`config.mk`:
```
export PLATFORM = sky130hd
export DESIGN_NAME = pattern_detector_param
export DESIGN_NICKNAME = d
export VERILOG_FILES = /design/src/rtl/pattern_detector_param.sv
export SDC_FILE = /design/constraint.sdc
export NUM_CORES = 1
export LEC_CHECK = 0
export CAP_MARGIN = 20
export CORE_UTILIZATION = 48
export CTS_CLUSTER_DIAMETER = 60
export DETAILED_ROUTE_END_ITERATION = 10
export HOLD_SLACK_MARGIN = 0.15
export PLACE_DENSITY = 0.89
export SETUP_SLACK_MARGIN = 0.4
export SLEW_MARGIN = 20
export SYNTH_ARGS = -nofsm -noshare
export SYNTH_HDL_FRONTEND = slang
export SYNTH_SLANG_ARGS = --single-unit
```
`constraint.sdc`:
```
create_clock -name clk_i -period 2.21 [get_ports clk_i]
set_input_delay 0.442 -clock clk_i [delete_from_list [all_inputs] [get_ports clk_i]]
set_output_delay 0.442 -clock clk_i [all_outputs]
set_load 0.005 [all_outputs]
```
`src/rtl/pattern_detector_param.sv`:
```
// -----------------------------------------------------------------------------
// pattern_detector_param
//
// Serial pattern detector. Accepted bits (valid_i=1 on a rising edge) shift
// into a PAT_W-bit history. A match fires when at least PAT_W bits have been
// accepted and the newest PAT_W bits equal pattern_i (MSB = oldest bit).
// Overlapping or non-overlapping detection is selected per bit by overlap_i.
// Matches produce a one-cycle registered pulse and bump a saturating counter.
//
// Ports
//   clk_i        : clock, all state updates on the rising edge
//   rst_i        : synchronous active-high reset
//   valid_i      : qualifies d_i
//   d_i          : serial data bit
//   pattern_i    : PAT_W-bit target pattern, [PAT_W-1] earliest in time
//   overlap_i    : 1 = overlapping detection, 0 = non-overlapping
//   clear_i      : synchronous clear of the match counter only
//   pattern_o    : one-cycle match pulse, one clock after the matching bit
//   match_cnt_o  : saturating count of matches
// -----------------------------------------------------------------------------
module pattern_detector_param #(
  parameter int PAT_W = 5,
  parameter int CNT_W = 8
) (
  input  logic              clk_i,
  input  logic              rst_i,
  input  logic              valid_i,
  input  logic              d_i,
  input  logic [PAT_W-1:0]  pattern_i,
  input  logic              overlap_i,
  input  logic              clear_i,
  output logic              pattern_o,
  output logic [CNT_W-1:0]  match_cnt_o
);

  // Fill must represent 0..PAT_W inclusive.
  localparam int FILL_W = $clog2(PAT_W + 1);
  localparam logic [FILL_W-1:0] FILL_MAX  = FILL_W'(PAT_W);
  localparam logic [FILL_W-1:0] FILL_NEAR = FILL_W'(PAT_W - 1);
  localparam logic [CNT_W-1:0]  CNT_MAX   = {CNT_W{1'b1}};

  logic [PAT_W-1:0]  hist_q,    hist_d;
  logic [FILL_W-1:0] fill_q,    fill_d;
  logic              pattern_q, pattern_d;
  logic [CNT_W-1:0]  cnt_q,     cnt_d;

  logic [PAT_W-1:0]  window;
  logic              match;

  always_comb begin
    window = {hist_q[PAT_W-2:0], d_i};
    // fill+1 >= PAT_W is the same as fill >= PAT_W-1, avoiding an extra bit.
    match  = valid_i && (fill_q >= FILL_NEAR) && (window == pattern_i);

    hist_d    = hist_q;
    fill_d    = fill_q;
    pattern_d = match;

    if (valid_i) begin
      hist_d = window;
      if (match && !overlap_i) begin
        // Non-overlapping: the next match needs PAT_W fresh bits.
        fill_d = '0;
      end else if (fill_q != FILL_MAX) begin
        fill_d = fill_q + FILL_W'(1);
      end
    end

    // Clear wins over the old value but still counts a coincident match.
    cnt_d = cnt_q;
    if (clear_i) begin
      cnt_d = match ? CNT_W'(1) : '0;
    end else if (match && (cnt_q != CNT_MAX)) begin
      cnt_d = cnt_q + CNT_W'(1);
    end
  end

  always_ff @(posedge clk_i) begin
    if (rst_i) begin
      hist_q    <= '0;
      fill_q    <= '0;
      pattern_q <= 1'b0;
      cnt_q     <= '0;
    end else begin
      hist_q    <= hist_d;
      fill_q    <= fill_d;
      pattern_q <= pattern_d;
      cnt_q     <= cnt_d;
    end
  end

  assign pattern_o   = pattern_q;
  assign match_cnt_o = cnt_q;

endmodule
```
==> impl_metrics.sql, run 1 <==
INSERT INTO impl_metrics (metric_group, metric, value, unit) VALUES
('outcome', 'status', 'complete, no violations', ''),
('pwr', 'post-layout-total-power', '0.562', 'mW'),
('synthesis', 'synth-seq-area-share', '37.4', '%'),
('routing', 'post-route-drc-count', '0', ''),
('timing', 'hold_slack', '0.521', 'ns'),
('timing', 'final_number_of_max_transition_violations', '0', ''),
('cells_and_area', 'drive_gt1_share', '13.9', '%'),
('setup_path', 'worst_ep_required_time', '2.44', 'ns'),
('global_route', 'groute.usage.overall', '24.3', '%'),
('timing', 'finalClockSkew', '0.000869', 'ns'),
('clock_tree', 'clk_latency', '0.29', 'ns'),
('clock_tree', 'cts.path.max_buffers', '2', ''),
('clock_tree', 'cts_tree', 'yes', ''),
('routing', 'avgRoutedWirePerCell', '14.0', 'um'),
('global_route', 'gr_util_met1', '26.9', '%'),
('floorplan', 'die_w', '44.3', 'um'),
('timing', 'finalHoldViolCount', '0', ''),
('setup_path', 'timing.critical_path.from_type', 'primary input', ''),
('flow_run', 'maxCapViolCount', '0', ''),
('routing', 'firstDrtPassIters', '6', ''),
('pwr', 'ir_drop', '0.000355', 'V'),
('pwr', 'power.leakage', '0.470', 'nW'),
('synthesis', 'post_synth_inst_count', '95', ''),
('synthesis', 'yosysMostFrequentCell', 'sky130_fd_sc_hd__dfxtp_1', ''),
('pwr', 'switching_power', '0.132', 'mW'),
('routing', 'drc_marker_count_from_the_first_detailed_route_iteration', '24', ''),
('timing', 'rsz_0062_raised_after_global_routing', 'yes', ''),
('floorplan', 'fp.dieArea', '1960', 'um^2'),
('setup_path', 'worst-path-max-fanout', '5', ''),
('setup_path', 'critical_path_arrival', '2.05', 'ns'),
('synthesis', 'ys_ff_latch', '16', ''),
('cells_and_area', 'finalNonFillerCells', '146', ''),
('synthesis', 'ys_dominant_reg_cell', 'sky130_fd_sc_hd__dfxtp_1', ''),
('floorplan', 'floorplan.die.height', '44.3', 'um'),
('clock_tree', 'cell_at_the_root_of_the_clock_tree', 'sky130_fd_sc_hd__clkbuf_4', ''),
('routing', 'total_wirelength', '2.05', 'mm'),
('cells_and_area', 'final_core_util', '73.4', '%'),
('floorplan', 'initial_core_util', '53.8', '%'),
('cells_and_area', 'antenna-diode-count', '0', ''),
('floorplan', 'design.core.area', '1590', 'um^2'),
('pwr', 'cell_internal_pwr', '0.430', 'mW'),
('synthesis', 'synth_async_sr_flop_share', '0', '%'),
('global_route', 'grt_pass1_wl', '3.47', 'mm'),
('clock_tree', 'ctsHtreeMaxLevel', '1', ''),
('global_route', 'overflow', '0', ''),
('pwr', 'seq_power_share', '53.2', '%'),
('timing', 'final_critical_delay_including_setup_and_external_delays', '1.82', 'ns'),
('global_route', 'use_met2', '42.1', '%'),
('routing', 'vias_per_cell', '5.67', ''),
('pwr', 'combPwrFrac', '12.0', '%'),
('global_route', 'maximum_number_of_pins_on_one_net_before_global_route_repair', '11', ''),
('global_route', 'met3_track_usage_gr', '8.16', '%'),
('synthesis', 'syn_area', '857', 'um^2'),
('synthesis', 'synth_edf_count', '0', ''),
('timing', 'setup_tns', '0', 'ns'),
('placed_design', 'place.gp.congestion', '0.833', ''),
('placed_design', 'placement.io_buffers', '19', ''),
('worst_hold_path', 'holdCritPathClass', 'reg2reg', ''),
('pwr', 'power_frac_clock', '34.8', '%'),
('pwr', 'power_per_cell_area', '480', 'nW/um^2'),
('routing', 'drtAntennaViolNets', '0', ''),
('synthesis', 'yosysWarningCount', '0', ''),
('clock_tree', 'cts_num_sinks', '16', ''),
('global_route', 'busiest_layer', 'met2', ''),
('floorplan', 'placement_rows', '14', ''),
('synthesis', 'synth_common_cells', 'sky130_fd_sc_hd__dfxtp_1, sky130_fd_sc_hd__nor2_1, sky130_fd_sc_hd__nand2_1, sky130_fd_sc_hd__xor2_1', ''),
('clock_tree', 'cts.clk_slew.worst_paths', '0.09', 'ns'),
('placed_design', 'post-place-cells', '140', ''),
('timing', 'fmax', '551', 'MHz'),
('synthesis', 'syn-num-nets', '109', ''),
('setup_path', 'path_class', 'in2reg', '');
-- final cells by class --
class                   instances  area, um^2  area share [%]
inverters                       1        3.75           0.321
clock buffers                   4        36.3            3.10
repair buffers                 25         231            19.8
multi-input cells              76         548            46.8
well taps                      24        30.0            2.57
flip-flops and latches         16         320            27.4
-- power groups by stage --
| stage | Combinational (mW) | Sequential [mW] | Clock, mW |
|---|---|---|---|
| global route | 0.0730 | 0.300 | 0.213 |
| CTS | 0.0649 | 0.299 | 0.198 |
| detailed placement | 0.0623 | 0.305 | 0 |
| global placement | 0.0603 | 0.305 | 0 |
| floorplan | 0.0330 | 0.304 | 0 |
| finish | 0.0674 | 0.299 | 0.196 |
-- critical path, cell delays in order --
cell                              delay [ns]
sky130_fd_sc_hd__clkdlybuf4s50_1        0.45
sky130_fd_sc_hd__nor2b_4                0.15
sky130_fd_sc_hd__nor4_4                 0.22
sky130_fd_sc_hd__buf_4                  0.17
sky130_fd_sc_hd__nand4b_4               0.13
sky130_fd_sc_hd__or3_1                  0.33
sky130_fd_sc_hd__a21oi_1                0.14
-- metal layers --
layer / up-vias / part of all wire [%] / routed length [um]
li1: 396 / - / -
met1: 401 / 42 / 855
met2: 23 / 51 / 1040
met3: 8 / 4.4 / 91
met4: 0 / 3.0 / 61
met5: - / 0 / 0
-- sequential cells by signal (all words and copies together), names as in the netlist --
signal       count
fill_q           3
hist_q           4
match_cnt_o      8
pattern_o        1
-- path summary, 6_finish.rpt --
path	start	endpoint	slack, ns	depth (start not counted)
hold reg to reg	match_cnt_o[1]	match_cnt_o[1]	0.52	2
setup reg to reg	hist_q[2]	match_cnt_o[7]	0.55	6
hold / removal	match_cnt_o[1]	match_cnt_o[1]	0.52	2
setup / recovery	pattern_i[1]	match_cnt_o[7]	0.39	7
-- placed cells by master (no fill, tap or decap), types with 3 or more instances in the layout --
| cell type | count |
|---|---|
| sky130_fd_sc_hd__dfxtp_1 | 16 |
| sky130_fd_sc_hd__clkdlybuf4s50_1 | 16 |
| sky130_fd_sc_hd__nor2_1 | 13 |
| sky130_fd_sc_hd__nand2_1 | 6 |
| sky130_fd_sc_hd__buf_4 | 6 |
| sky130_fd_sc_hd__a21oi_1 | 5 |
| sky130_fd_sc_hd__mux2i_1 | 5 |
| sky130_fd_sc_hd__nand3_1 | 4 |
| sky130_fd_sc_hd__xor2_1 | 4 |
| sky130_fd_sc_hd__and3_1 | 3 |
| sky130_fd_sc_hd__a211oi_1 | 3 |
| sky130_fd_sc_hd__ha_1 | 3 |
| sky130_fd_sc_hd__clkbuf_4 | 3 |
| sky130_fd_sc_hd__dlygate4sd2_1 | 3 |
-- per-stage QoR --
stage          worst slack [ns]  area (um^2)
6_report                  0.394         1170
5_1_grt                   0.337         1170
3_5_place_dp             0.0243         1100
4_1_cts                   0.416         1160
2_1_floorplan             0.504          857
3_3_place_gp             0.0789         1100
-- timing repair --
action                     CTS  global route
pin swaps                    2             1
hold buffers                 0             0
hold endpoints to repair     0             0
buffers inserted             1             1
gates resized for setup      7             0
setup endpoints to repair    1             3
-- cell families after synthesis --
family          after synthesis  share of synthesized area [%]
compound gates               17                           12.4
xor+xnor                      6                           6.13
fa+ha+maj                     3                           4.38
buf+inv                       3                           1.31
flops                        16                           37.4
mux                           5                           5.84
simple gates                 45                           32.6
Note: power is estimated with default switching activity, not from simulation.
==> inputs of run 2 (changes only) <==
==> constraint.sdc (replaced) <==
create_clock -name clk_i -period 1.8 [get_ports clk_i]
set_input_delay 0.36 -clock clk_i [delete_from_list [all_inputs] [get_ports clk_i]]
set_output_delay 0.36 -clock clk_i [all_outputs]
set_load 0.005 [all_outputs]
==> impl_metrics.sql, run 2 (same netlist as run 1, synthesis figures left out) <==
INSERT INTO impl_metrics (metric_group, metric, value, unit) VALUES
('timing', 'period_share', '98.6', '%'),
('setup_path', 'timing.critical_path.from_type', 'flop', ''),
('timing', 'worst_slew_pin_slew', '0.368', 'ns'),
('timing', 'final_critical_delay_including_setup_and_external_delays', '1.77', 'ns'),
('placed_design', 'post-place-cells', '145', ''),
('pwr', 'power.leakage', '0.616', 'nW'),
('timing', 'hold_slack', '0.447', 'ns'),
('cells_and_area', 'drive_gt1_share', '41.5', '%'),
('global_route', 'groute.usage.overall', '31.8', '%'),
('clock_tree', 'num_cts_buffers', '3', ''),
('clock_tree', 'cts.clk_slew.worst_paths', '0.11', 'ns'),
('timing', 'fmax', '563', 'MHz'),
('timing', 'setup_viol_count_final', '0', ''),
('cells_and_area', 'flip_flop_count_of_the_largest_register_after_layout', '8', ''),
('timing', 'finalHoldViolCount', '0', ''),
('floorplan', 'placement_rows', '14', ''),
('timing', 'finalClockSkew', '0.00408', 'ns'),
('floorplan', 'design.core.area', '1590', 'um^2'),
('cells_and_area', 'finalNonFillerCells', '159', ''),
('clock_tree', 'cts_num_sinks', '16', ''),
('cells_and_area', 'mostFrequentLayoutCells', 'sky130_fd_sc_hd__buf_4, sky130_fd_sc_hd__nor2_1, sky130_fd_sc_hd__dlygate4sd2_1, sky130_fd_sc_hd__dfxtp_2', ''),
('cells_and_area', 'final_core_util', '89.2', '%'),
('floorplan', 'floorplan.die.height', '44.3', 'um'),
('flow_run', 'maxCapViolCount', '0', ''),
('routing', 'avgRoutedWirePerCell', '19.9', 'um'),
('setup_path', 'critical_path_arrival', '1.95', 'ns'),
('global_route', 'maximum_number_of_pins_on_one_net_before_global_route_repair', '11', ''),
('worst_hold_path', 'holdCritPathClass', 'reg2reg', ''),
('routing', 'post-route-drc-count', '0', ''),
('pwr', 'power_per_cell_area', '511', 'nW/um^2'),
('clock_tree', 'cts_tree', 'yes', ''),
('cells_and_area', 'antenna-diode-count', '0', ''),
('floorplan', 'die_w', '44.3', 'um'),
('cells_and_area', 'layout.nets', '150', ''),
('placed_design', 'place.detailed.hpwl', '1.55', 'mm'),
('routing', 'firstDrtPassIters', '7', ''),
('clock_tree', 'cell_at_the_root_of_the_clock_tree', 'sky130_fd_sc_hd__clkbuf_4', ''),
('pwr', 'ir_drop', '0.000464', 'V'),
('setup_path', 'worstSetupEndpointType', 'flop', ''),
('global_route', 'grt_antenna_before_repair', '0', ''),
('routing', 'total_wirelength', '3.17', 'mm'),
('clock_tree', 'clk_latency', '0.30', 'ns'),
('floorplan', 'floorplan.io_pins', '20', ''),
('floorplan', 'initial_core_util', '53.8', '%'),
('setup_path', 'r2r_setup_slack', '0.03', 'ns'),
('placed_design', 'place.gp.congestion', '0.814', ''),
('outcome', 'status', 'complete, no violations', ''),
('cells_and_area', 'final_design_area_no_fill', '1420', 'um^2'),
('placed_design', 'placement.io_buffers', '19', ''),
('routing', 'routed-via-count', '961', ''),
('floorplan', 'fp.dieArea', '1960', 'um^2'),
('routing', 'drtAntennaViolNets', '0', ''),
('cells_and_area', 'syn2layout_area_growth', '66.0', '%'),
('setup_path', 'path_class', 'reg2reg', ''),
('setup_path', 'worst-path-max-fanout', '4', ''),
('routing', 'drc_marker_count_from_the_first_detailed_route_iteration', '48', ''),
('cells_and_area', 'most_common_cell_after_layout_fill_and_taps_aside', 'sky130_fd_sc_hd__buf_4', ''),
('timing', 'final_number_of_max_transition_violations', '0', ''),
('routing', 'vias_per_cell', '6.04', ''),
('timing', 'rsz_0062_raised_after_global_routing', 'yes', ''),
('placed_design', 'dpl_cell_area', '1160', 'um^2'),
('timing', 'timing.max_slew.rel_slack', '75.3', '%'),
('clock_tree', 'cts.path.max_buffers', '2', ''),
('global_route', 'grt_pass1_wl', '4.51', 'mm'),
('global_route', 'overflow', '0', ''),
('setup_path', 'worst_ep_required_time', '1.97', 'ns'),
('clock_tree', 'ctsHtreeMaxLevel', '1', ''),
('global_route', 'number_of_global_route_vias_before_repair', '947', '');
-- run 2: path summary, 6_finish.rpt --
| path | depth (start not counted) | end | from |
|---|---|---|---|
| max | 6 | match_cnt_o[5] | hist_q[3] |
| max reg2reg | 6 | match_cnt_o[5] | hist_q[3] |
| min reg2reg | 1 | match_cnt_o[6] | match_cnt_o[6] |
| min | 1 | match_cnt_o[6] | match_cnt_o[6] |
-- run 2: final cells by class --
type / instances / area [um^2]
well taps: 24 / 30.0
clock buffers: 4 / 36.3
multi-input cells: 76 / 673
fillers: 64 / 171
flip-flops and latches: 16 / 338
repair buffers: 38 / 342
inverters: 1 / 3.75
-- run 2: worst max-delay path, stage by stage (launching register included) --
cell                       delay [ns]
sky130_fd_sc_hd__dfxtp_2         0.35
sky130_fd_sc_hd__xor2_2          0.15
sky130_fd_sc_hd__nor4_4          0.41
sky130_fd_sc_hd__nand4b_4        0.17
sky130_fd_sc_hd__buf_4           0.18
sky130_fd_sc_hd__o211ai_1        0.22
sky130_fd_sc_hd__o31ai_1         0.16
-- run 2: per-stage QoR --
step	total power, mW	setup TNS (ns)	setup slack (ns)
6_report	0.728	0	0.0252
5_1_grt	0.748	0	0.00972
4_1_cts	0.697	0	0.189
3_5_place_dp	0.459	-3.82	-0.410
3_3_place_gp	0.455	-3.24	-0.350
2_1_floorplan	0.416	0	0.195
-- run 2: metal layers --
metal / up-vias / track usage [%] / wire (um)
met1: 452 / 40.9 / 1140
met2: 73 / 52.9 / 1650
li1: 422 / - / -
met5: - / 0 / 0
met3: 14 / 4.49 / 252
met4: 0 / 13.9 / 125
-- run 2: what timing repair did --
action	CTS	global route
gates resized for setup	40	14
hold buffers	0	0
setup buffers	9	1
setup endpoints to repair	21	16
pin swaps	14	3
-- run 2: power by group --
group	internal [mW]	total (mW)	switching, mW
Combinational	0.0507	0.103	0.0525
Sequential	0.357	0.365	0.00839
Clock	0.124	0.259	0.136
